--- config.mk ---
export PLATFORM = sky130hd
export DESIGN_NAME = srl_fifo
export DESIGN_NICKNAME = d
export VERILOG_FILES = /design/src/rtl/srl_fifo.sv
export SDC_FILE = /design/constraint.sdc
export NUM_CORES = 1
export LEC_CHECK = 0
export CAP_MARGIN = 20
export CELL_PAD_IN_SITES_DETAIL_PLACEMENT = 0
export CELL_PAD_IN_SITES_GLOBAL_PLACEMENT = 1
export CORE_ASPECT_RATIO = 0.7
export CORE_MARGIN = 2
export CORE_UTILIZATION = 57
export DETAILED_ROUTE_END_ITERATION = 10
export GPL_TIMING_DRIVEN = 0
export HOLD_SLACK_MARGIN = 0.05
export PLACE_DENSITY = 0.81
export REMOVE_ABC_BUFFERS = 1
export SLEW_MARGIN = 10
export SYNTH_ARGS = -nofsm -noshare
export SYNTH_HDL_FRONTEND = slang
export SYNTH_SLANG_ARGS = --single-unit
--- constraint.sdc ---
create_clock -name CLK -period 53.6 [get_ports CLK]
set_input_delay 10.72 -clock CLK [delete_from_list [all_inputs] [get_ports CLK]]
set_output_delay 10.72 -clock CLK [all_outputs]
set_load 0.02 [all_outputs]
--- src/rtl/srl_fifo.sv ---
// srl_fifo: first-word-fall-through FIFO made of an addressable shift-register
// column (SRL16E style) and one output register.
//
// Each accepted write shifts the column, so slot 0 always holds the newest
// word. The read side taps the oldest word at address srl_cnt-1 and moves it
// into the output register whenever that register is free or being consumed.
// Total capacity is DEPTH+1 words.
//
// Ports:
//   CLK    in   clock, rising edge
//   rst_n  in   synchronous active-low reset
//   wr_en  in   write request (ignored while full)
//   din    in   write data
//   full   out  SRL column holds DEPTH words
//   rd_en  in   read request (ignored while empty)
//   dout   out  head-of-queue word, valid while empty is low
//   empty  out  output register holds no word
//   count  out  total words held (SRL + output register)

module srl_fifo #(
  parameter int WIDTH = 32,
  parameter int DEPTH = 16
) (
  input  logic             CLK,
  input  logic             rst_n,
  input  logic             wr_en,
  input  logic [WIDTH-1:0] din,
  output logic             full,
  input  logic             rd_en,
  output logic [WIDTH-1:0] dout,
  output logic             empty,
  output logic [4:0]       count
);

  // The physical column is always 16 deep; DEPTH only limits how far it fills.
  logic [WIDTH-1:0] srl_q [16];

  logic [4:0]       srl_cnt_q, srl_cnt_d;
  logic             out_valid_q, out_valid_d;
  logic [WIDTH-1:0] dout_q, dout_d;

  logic [3:0]       tap_addr;
  logic [WIDTH-1:0] tap_data;
  logic             wr_acc;
  logic             rd_acc;
  logic             load;

  always_comb begin
    full     = (srl_cnt_q == 5'(DEPTH));
    wr_acc   = wr_en & ~full;
    rd_acc   = rd_en & out_valid_q;
    // Address is meaningless when srl_cnt is 0; load is blocked then anyway.
    tap_addr = 4'(srl_cnt_q - 5'd1);
    tap_data = srl_q[tap_addr];
    load     = (srl_cnt_q != 5'd0) & (~out_valid_q | rd_acc);

    srl_cnt_d   = srl_cnt_q + {4'd0, wr_acc} - {4'd0, load};
    out_valid_d = out_valid_q;
    dout_d      = dout_q;
    if (load) begin
      // Tap is read before this edge's shift, so a simultaneous write cannot
      // overtake the word being loaded.
      dout_d      = tap_data;
      out_valid_d = 1'b1;
    end else if (rd_acc) begin
      out_valid_d = 1'b0;
    end
  end

  // Storage has no reset: stale contents are never addressed once srl_cnt is 0.
  always_ff @(posedge CLK) begin
    if (wr_acc) begin
      srl_q[0] <= din;
      for (int i = 1; i < 16; i++) begin
        srl_q[i] <= srl_q[i-1];
      end
    end
  end

  always_ff @(posedge CLK) begin
    if (!rst_n) begin
      srl_cnt_q   <= 5'd0;
      out_valid_q <= 1'b0;
      dout_q      <= '0;
    end else begin
      srl_cnt_q   <= srl_cnt_d;
      out_valid_q <= out_valid_d;
      dout_q      <= dout_d;
    end
  end

  assign dout  = dout_q;
  assign empty = ~out_valid_q;
  assign count = srl_cnt_q + {4'd0, out_valid_q};

endmodule

==> results of run 1 <==
==> sequential cells by signal, summed over array words and instances, names as in the netlist <==
signal	cells
srl_q	512
out_valid_q	1
dout	32
srl_cnt_q	5
==> layout by cell type (no fill, tap or decap), types with 3 or more instances in the layout <==
cell and n:
edfxtp_1 512, mux4_2 127, clkdlybuf4s50_1 74, nor3_1 65
mux2i_1 64, clkbuf_16 51, dfxtp_1 37, a211o_1 32
clkbuf_1 17, ha_1 12, buf_16 12, inv_1 11
clkbuf_8 8, clkinv_2 7, buf_12 7, buf_4 7
buf_6 6, nor2_1 5, bufinv_16 4, nand2_1 3
xnor2_1 3, xor2_1 3, a21oi_1 3
==> area by class of cell <==
class / count / area share [%]
Timing Repair Buffer: 106 / 5.47
Clock buffer: 76 / 5.96
Tap cell: 480 / 2.47
Clock inverter: 18 / 0.899
Sequential cell: 550 / 66.3
Inverter: 11 / 0.170
Multi-Input combinational cell: 335 / 18.8
==> power breakdown <==
part	leakage, nW	total, mW	switching (mW)	internal, mW
Sequential	5.29	0.643	0.0499	0.593
Combinational	2.30	0.469	0.234	0.235
Clock	0.812	0.358	0.151	0.207
Total	8.40	1.47	0.435	1.03
==> routing by layer <==
| metal | wire [microns] | global-route usage [%] |
|---|---|---|
| met5 | 0 | 0 |
| met4 | 552 | 4.57 |
| met3 | 1780 | 3.56 |
| met2 | 15600 | 27.4 |
| met1 | 16400 | 28.8 |
==> worst min path at each step <==
stage / to / slack (ps) / cells after the start
floorplan: srl_q[11][7] / 420 / 0
global route: srl_q[6][1] / 440 / 0
CTS: srl_q[6][1] / 440 / 0
detailed placement: srl_q[2][15] / 430 / 0
finish: srl_q[7][12] / 440 / 0
global placement: srl_q[11][7] / 420 / 0
==> kinds of logic (layout without fill, tap and decap cells) <==
family | Yosys count | in the layout | synth area share (%)
mux | 192 | 192 | 16.8
compound gates | 40 | 40 | 1.56
simple gates | 80 | 80 | 1.90
fa+ha+maj | 14 | 14 | 0.869
flops | 550 | 550 | 76.8
buf+inv | 62 | 211 | 1.70
xor+xnor | 9 | 9 | 0.411
==> worst max-delay path: cells and delay by family, from the launching register on <==
family / cells / cell delay [ps]
flip-flops: 1 / 850
adder cells (fa/ha/maj): 2 / 480
AND/OR/NAND/NOR: 1 / 70
XOR/XNOR: 1 / 130
buffers and inverters: 1 / 620
==> per-stage QoR <==
stage | util, % | worst slack (ps) | area [sq um]
4_1_cts | 67.4 | 40060 | 24300
2_1_floorplan | - | 29160 | 20700
3_5_place_dp | 62.8 | 39970 | 22700
3_3_place_gp | 61.0 | 24520 | 22000
5_1_grt | 67.4 | 39890 | 24300
6_report | 67.4 | 40160 | 24300
==> summary.md, run 1 <==
| Metric | Value |
|---|---|
| Root buffer cell | `clkbuf_16` |
| Placed cells | `1,482` |
| DR iter-0 viols | `760` |
| Unrepaired setup endpoints after global routing | `no` |
| Initial Util | `58.1%` |
| Max Clock Freq | `0.0744 GHz` |
| Area contributors post-synth | `edfxtp_1, mux4_2, dfxtp_1` |
| First drt pass iteration count | `6` |
| Cell count after synthesis | `947` |
| Worst-margin pin slew | `863 ps` |
| Crit path max fanout | `36` |
| PortBufs | `74` |
| Period minus WS final | `13,440 ps` |
| Primary FF master, synth | `edfxtp_1` |
| Seq/Total Area, Yosys | `76.8%` |
| DIE WIDTH | `234 microns` |
| Non-filler instance count after layout | `1,576` |
| Initial antenna violation count | `0` |
| Worst min-delay path startpoint | `srl_q[6][12]` |
| Detailed Place HPWL | `20.8 mm` |
| Hold slack | `440 ps` |
| Kind of start point of the critical path | `register` |
| Area of the die | `38,400 sq um` |
| Multi-input logic area | `4570 sq um` |
| CTS Buf Count | `50` |
| Clock latency on the worst-skew pair | `570 ps` |
| Skew final | `18.3 ps` |
| R2r endpoint | `srl_cnt_q[4]` |
| Via count | `9,421` |
| Synthesized area | `21,000 sq um` |
| Final worst path period share | `25.1%` |
| DIE HEIGHT | `165 microns` |
| Maxcap violations | `0` |
| Crit Path Class | `reg -> out` |
| Total GRT Usage | `18.5%` |
| Final wirelength | `34.4 mm` |
| Register clock-pin slew on the reported worst setup and hold paths | `60 ps` |
| Ports | `75` |
| # setup viols final | `0` |
| Reg2reg start | `srl_cnt_q[0]` |
| Pleak | `8.40 nW` |
| Via-to-Cell Ratio | `5.98` |
| Layout net count | `1,104` |
| Hold-fix buffers, CTS | `0` |
| Critical path endpoint category | `output pin` |
| Arr. time, crit path | `2720 ps` |
| DR DRC count | `0` |
| H-tree lvl count | `2` |
| Status | `complete, no violations` |
| Core area | `36,100 sq um` |
| Postcts setup bufs | `0` |
| Gr ovfl total | `0` |
| Critical path required time | `42,880 ps` |
| Syn. warnings | `0` |
| Worst reg-to-reg path cell count | `14` |
| Rel. slew slack | `42.2%` |
| Largest net degree at the start of global routing | `69` |
| Most numerous cell in the Yosys netlist | `edfxtp_1` |
| Total chip power | `1.47 mW` |
| Vias in the first global route | `9,714` |
| Share of the synthesized area in the top cell type | `73.2%` |
| Gates resized, CTS repair | `0` |
| Clock Sinks | `550` |
| Synthesized area per cell | `22.2 sq um` |
| Setup TNS | `0 ps` |
| Slowest stage delay, CP | `850 ps` |
| Worst Hold Class | `reg -> reg` |
| Synth area leader | `edfxtp_1` |
| Register Area | `16,100 sq um` |
| Layout area overhead | `15.9%` |
| Crit path max-delay cell type | `dfxtp_4` |
| CTS tree | `yes` |
| Setup crit start | `srl_cnt_q[0]` |
| PwrDens | `60.3 nW/um^2` |
| Top post-synthesis cells by count | `edfxtp_1, mux4_2, nor3_1` |
| Asr flop ratio synth | `0%` |
| Max-slew violation count | `0` |
| Clk buf depth | `3` |
| First-pass GRT wire length | `54.7 mm` |
| Critical Path, Cell by Cell | `ha_1 -> ha_1 -> nand2_1 -> xnor2_1 -> clkdlybuf4s50_1` |
| Layout cell share with drive strength beyond 1 | `22.0%` |
| ANT cells | `0` |
| Final ANT Viol Nets | `0` |
| Reg-to-reg slack, setup | `49,760 ps` |
| WL/cell | `21.8 microns` |
| Post-synth EDFFs | `512` |
| Number of library cell types mapped by synthesis | `30` |
| RePlAce Congestion | `0.678` |
| FF+latch count, synth | `550` |
| Critical Path Sink | `count[4]` |
| Most common cell on crit path | `ha_1` |
| Num rows | `58` |
| Largest vdd supply drop | `0.0000369 V` |
| Fillers | `2,323` |
| Fin. Hold Viols | `0` |
Note: power is estimated with default switching activity, not from simulation.
==> inputs of run 2 (changes only) <==
--- a/config.mk
+++ b/config.mk
@@ -10,11 +10,11 @@
 export CELL_PAD_IN_SITES_GLOBAL_PLACEMENT = 1
 export CORE_ASPECT_RATIO = 0.7
 export CORE_MARGIN = 2
-export CORE_UTILIZATION = 57
+export CORE_UTILIZATION = 54
 export DETAILED_ROUTE_END_ITERATION = 10
 export GPL_TIMING_DRIVEN = 0
 export HOLD_SLACK_MARGIN = 0.05
-export PLACE_DENSITY = 0.81
+export PLACE_DENSITY = 0.77
 export REMOVE_ABC_BUFFERS = 1
 export SLEW_MARGIN = 10
 export SYNTH_ARGS = -nofsm -noshare
==> constraint.sdc (replaced) <==
create_clock -name CLK -period 13.8 [get_ports CLK]
set_input_delay 2.76 -clock CLK [delete_from_list [all_inputs] [get_ports CLK]]
set_output_delay 2.76 -clock CLK [all_outputs]
set_load 0.02 [all_outputs]
==> run 2 against run 1 <==
  * Cell area grew 0.74%
  * Non-clock buffer count grew 2
  * Utilization shrank 3.4 points
  * Register-to-register slack lost 40000 ps
  * Setup slack lost 32000 ps
  * Combinational power grew to 4.0 times the previous value
  * Flip-flop and latch count is the same
  * Total power grew to 4.0 times the previous value
  * Critical endpoint is now full
  * Largest power group unchanged
  * Highest routed layer unchanged
==> summary.md, run 2 (synthesis results as in run 1) <==
| Metric | Value |
|---|---|
| # setup viols final | `0` |
| Rel. slew slack | `44.5%` |
| Critical path endpoint category | `output pin` |
| Crit Path Class | `reg -> out` |
| Final ANT Viol Nets | `0` |
| Total GRT Usage | `17.9%` |
| Layout net count | `1,107` |
| Clock Sinks | `550` |
| Final worst path period share | `38.4%` |
| Fin. Hold Viols | `0` |
| Largest vdd supply drop | `0.000154 V` |
| Critical path required time | `11,040 ps` |
| Worst Hold Class | `reg -> reg` |
| Max reg flops | `512` |
| Worst-margin pin slew | `828 ps` |
| Met1 Track Usage GR | `28.2%` |
| Total chip power | `5.81 mW` |
| First drt pass iteration count | `7` |
| Kind of start point of the critical path | `register` |
| Gr busiest metal | `met1` |
| Gr ovfl total | `0` |
| Layout cell share with drive strength beyond 1 | `22.4%` |
| Final wirelength | `35.2 mm` |
| DR iter-0 viols | `902` |
| H-tree lvl count | `2` |
| First-pass GRT wire length | `56.3 mm` |
| Register bank with the most flops | `srl_q` |
| PortBufs | `74` |
| DIE WIDTH | `240 microns` |
| Num rows | `60` |
| Postcts setup bufs | `0` |
| CTS tree | `yes` |
| PwrDens | `237 nW/um^2` |
| Period minus WS final | `5300 ps` |
| Most frequent cells in the layout | `edfxtp_1, mux4_2, clkdlybuf4s50_1` |
| Clock latency on the worst-skew pair | `580 ps` |
| ANT cells | `0` |
| Area of the die | `40,500 sq um` |
| RePlAce Congestion | `0.675` |
| Register clock-pin slew on the reported worst setup and hold paths | `60 ps` |
| WL/cell | `21.6 microns` |
| Via count | `9,426` |
| Ports | `75` |
| Commonest non-fill, non-tap cell in the layout | `edfxtp_1` |
| Crit path max fanout | `34` |
| Initial antenna violation count | `0` |
| CTS Buf Count | `51` |
| Comb power frac | `32.1%` |
| Max Clock Freq | `0.189 GHz` |
| Placed cell areas | `22,800 sq um` |
| Largest net degree at the start of global routing | `66` |
| Met3 Use GR | `3.26%` |
| Max-slew violation count | `0` |
| Initial Util | `54.8%` |
| Unrepaired setup endpoints after global routing | `no` |
| Final Cell Area | `24,500 sq um` |
| Cell Int Power | `4.09 mW` |
| Met2 Resource Use GR | `26.1%` |
| Clock share of power | `25.1%` |
| Via-to-Cell Ratio | `5.80` |
| Skew final | `12.4 ps` |
| Pleak | `8.47 nW` |
| Net Sw Power | `1.72 mW` |
| Layout area overhead | `16.7%` |
| Maxcap violations | `0` |
| DIE HEIGHT | `169 microns` |
| Status | `complete, no violations` |
| Arr. time, crit path | `2540 ps` |
| Worst reg-to-reg path cell count | `14` |
| Detailed Place HPWL | `21.3 mm` |
| Cell count of the worst hold path | `0` |
| Gates resized, CTS repair | `0` |
| Root buffer cell | `clkbuf_16` |
| Sw frac | `29.6%` |
| Sequential share of power | `42.8%` |
| Hold-fix buffers, CTS | `0` |
| Vias in the first global route | `9,693` |
| DR DRC count | `0` |
| Core area | `38,400 sq um` |
| Clk buf depth | `3` |
run 2: worst paths after layout:
check                from      endpoint  slack, ps
max          srl_cnt_q[0]          full       8500
min          srl_q[0][20]  srl_q[1][20]        430
max reg2reg  srl_cnt_q[0]  srl_cnt_q[4]      10090
min reg2reg  srl_q[0][20]  srl_q[1][20]        430
run 2: power groups by stage:
stage	Combinational (mW)	Clock [mW]	Sequential (mW)
6_report	1.86	1.46	2.49
5_1_grt	2.02	1.56	2.53
4_1_cts	1.90	1.50	2.49
3_5_place_dp	1.89	0	2.52
3_3_place_gp	1.90	0	2.77
2_1_floorplan	1.29	0	2.68
run 2: routing by layer:
metal | routed length, microns | vias to the layer above
met4 | 670 | 0
li1 | - | 4203
met2 | 16000 | 209
met5 | 0 | -
met1 | 16800 | 4955
met3 | 1670 | 59
run 2: per-stage QoR:
stage	TNS [ps]	utilization (%)	setup WS (ps)	std cells	hold WS, ps
3_3_place_gp	-5865450	57.6	-12780	1497	423
5_1_grt	0	63.9	8300	1626	443
4_1_cts	0	63.9	8400	1626	436
2_1_floorplan	-2363880	-	-5830	896	417
6_report	0	63.9	8500	1626	434
3_5_place_dp	0	59.4	8290	1531	429
run 2: final cells by class:
type | instances | area (sq um)
sequential | 550 | 16100
clock buffer | 70 | 1410
clock inverter | 25 | 337
inverter | 11 | 41.3
timing repair buffer | 108 | 1380
multi-input combinational | 335 | 4570
fill | 2537 | 13800
tap | 527 | 659
run 2: critical path, cell delays in order, from the launching register on:
cell and delay (ps):
dfxtp_4 620, buf_16 310, inv_1 130, ha_4 200, nand3_1 110, inv_1 50
clkdlybuf4s50_1 520
==> inputs of run 3 (changes only) <==
--- a/config.mk
+++ b/config.mk
@@ -10,11 +10,11 @@
 export CELL_PAD_IN_SITES_GLOBAL_PLACEMENT = 1
 export CORE_ASPECT_RATIO = 0.7
 export CORE_MARGIN = 2
-export CORE_UTILIZATION = 54
+export CORE_UTILIZATION = 49
 export DETAILED_ROUTE_END_ITERATION = 10
 export GPL_TIMING_DRIVEN = 0
 export HOLD_SLACK_MARGIN = 0.05
-export PLACE_DENSITY = 0.77
+export PLACE_DENSITY = 0.74
 export REMOVE_ABC_BUFFERS = 1
 export SLEW_MARGIN = 10
 export SYNTH_ARGS = -nofsm -noshare
==> constraint.sdc (replaced) <==
create_clock -name CLK -period 4.8 [get_ports CLK]
set_input_delay 0.96 -clock CLK [delete_from_list [all_inputs] [get_ports CLK]]
set_output_delay 0.96 -clock CLK [all_outputs]
set_load 0.02 [all_outputs]
==> run 3 against run 2 <==
  * Final cell count up 1.7%
  * Die area grew 10%
  * First-iteration DRC count down 8.1%
  * Total power rose to 2.9 times the previous value
  * Clock power rose to 2.8 times the previous value
  * Global-route usage down 1.8 points
  * Sequential share of layout area is 0.091 points lower
  * Wire length up 0.29%
  * Non-clock buffer count is 1 higher
  * Via count shrank 0.87%
  * Worst hold slack got worse by 2.4 ps
  * Utilization fell by 5.9 points
  * Critical path type is now reg -> reg
==> summary.md, run 3 (synthesis results as in run 1) <==
| Metric | Value |
|---|---|
| CTS tree | `yes` |
| Hold-fix buffers, CTS | `0` |
| Critical path required time | `5300 ps` |
| Kind of start point of the critical path | `register` |
| Status | `complete, no violations` |
| # setup viols final | `0` |
| Most frequent cells in the layout | `edfxtp_1, mux4_2, clkdlybuf4s50_1` |
| Period minus WS final | `3420 ps` |
| DR iter-0 viols | `829` |
| WL/cell | `21.3 microns` |
| PwrDens | `679 nW/um^2` |
| Skew final | `21.6 ps` |
| Placed cell areas | `22,800 sq um` |
| Cell count of the worst hold path | `0` |
| Final worst path period share | `71.2%` |
| Detailed Place HPWL | `21.1 mm` |
| Max reg flops | `512` |
| Final Cell Area | `24,600 sq um` |
| Crit path max fanout | `47` |
| Pleak | `8.46 nW` |
| Maxcap violations | `0` |
| DIE HEIGHT | `177 microns` |
| Worst-margin pin slew | `698 ps` |
| Layout net count | `1,109` |
| CTS Buf Count | `52` |
| Clock latency on the worst-skew pair | `590 ps` |
| Final ANT Viol Nets | `0` |
| Via count | `9,344` |
| Hold slack | `432 ps` |
| Initial Util | `49.6%` |
| ANT cells | `0` |
| H-tree lvl count | `2` |
| Arr. time, crit path | `3910 ps` |
| Postcts setup bufs | `0` |
| Vias in the first global route | `9,794` |
| DIE WIDTH | `252 microns` |
| Layout area overhead | `16.9%` |
| PortBufs | `74` |
| Gates resized, CTS repair | `0` |
| Unrepaired setup endpoints after global routing | `no` |
| Max Clock Freq | `0.293 GHz` |
| Critical path endpoint category | `register` |
| Gr ovfl total | `0` |
| Critical Path, Cell by Cell | `inv_1 -> ha_1 -> nand3_1 -> and2_4 -> inv_1 -> ha_1 -> inv_1 -> ha_1 -> fa_1 -> nand2b_1 -> a21oi_1 -> o21ai_0 -> nor3b_1` |
| Crit Path Class | `reg -> reg` |
| Root buffer cell | `clkbuf_16` |
| Slowest stage delay, CP | `580 ps` |
| RePlAce Congestion | `0.673` |
| Worst Hold Class | `reg -> reg` |
| Largest net degree at the start of global routing | `70` |
| Max-slew violation count | `0` |
| Area of the die | `44,600 sq um` |
| Clock Sinks | `550` |
| Total GRT Usage | `16.2%` |
| Initial antenna violation count | `0` |
| Core area | `42,300 sq um` |
| Commonest non-fill, non-tap cell in the layout | `edfxtp_1` |
| First drt pass iteration count | `4` |
| Fillers | `3,098` |
| Total chip power | `16.7 mW` |
| Final wirelength | `35.3 mm` |
| Largest vdd supply drop | `0.000369 V` |
| First-pass GRT wire length | `56.4 mm` |
| Layout cell share with drive strength beyond 1 | `22.5%` |
| Num rows | `63` |
| DR DRC count | `0` |
| Fin. Hold Viols | `0` |
| Rel. slew slack | `53.2%` |
| Worst reg-to-reg path cell count | `13` |
| Via-to-Cell Ratio | `5.65` |
| Register bank with the most flops | `srl_q` |
| Clk buf depth | `3` |
| Ports | `75` |
| Crit path max-delay cell type | `and2_4` |
| Register clock-pin slew on the reported worst setup and hold paths | `70 ps` |
==> run 3: cell types whose count changed in the layout (fill, tap and decap cells not counted) <==
cell,change
bufinv_16,-2
buf_12,-2
inv_16,+1
clkinv_4,+1
clkinv_1,+3
buf_4,+1
buf_8,-1
buf_16,+3
clkbuf_1,-2
clkbuf_8,-2
clkinvlp_4,+3
==> run 3: power by group <==
| group | total (mW) | leakage (nW) | switching [mW] | internal, mW |
|---|---|---|---|---|
| clock | 4.13 | 0.836 | 1.77 | 2.36 |
| combinational | 5.41 | 2.34 | 2.70 | 2.71 |
| sequential | 7.13 | 5.29 | 0.512 | 6.62 |
==> run 3: metrics by stage <==
| step | instances | setup slack, ps | utilization [%] | setup TNS [ps] |
|---|---|---|---|---|
| after floorplan | 896 | -14830 | - | -7180360 |
| after CTS | 1654 | 1320 | 58.0 | 0 |
| after global placement | 1522 | -21650 | 52.3 | - |
| after global routing | 1654 | 1130 | 58.0 | 0 |
| after detailed placement | 1557 | 1050 | 54.0 | 0 |
| final | 1654 | 1380 | 58.0 | 0 |
==> run 3: layout make-up <==
class	instances	area, sq um	area share, %
Clock inverter	31	339	1.38
Tap cell	552	691	2.81
Sequential cell	550	16100	65.7
Inverter	11	41.3	0.168
Clock buffer	66	1370	5.59
Multi-Input combinational cell	335	4570	18.6
Timing Repair Buffer	109	1410	5.75
==> run 3: layer usage <==
layer	GRT usage, %	wire [microns]
met1	24.6	17400
met2	24.3	15700
met3	3.12	1590
met4	4.09	629
met5	0	0
==> run 3: worst paths after layout <==
| path | end | startpoint | slack, ps |
|---|---|---|---|
| max | srl_cnt_q[4] | srl_cnt_q[2] | 1380 |
| min | srl_q[12][30] | srl_q[11][30] | 430 |
| max reg2reg | srl_cnt_q[4] | srl_cnt_q[2] | 1380 |
| min reg2reg | srl_q[12][30] | srl_q[11][30] | 430 |
==> run 3: worst max-delay path: cells and delay by family, from the launching register on <==
| family | cells | cell delay, ps |
|---|---|---|
| and+or+nand+nor | 4 | 1020 |
| AOI/OAI and AO/OA | 2 | 230 |
| DFF | 1 | 550 |
| buffers and inverters | 3 | 310 |
| adders and majority gates | 4 | 1190 |
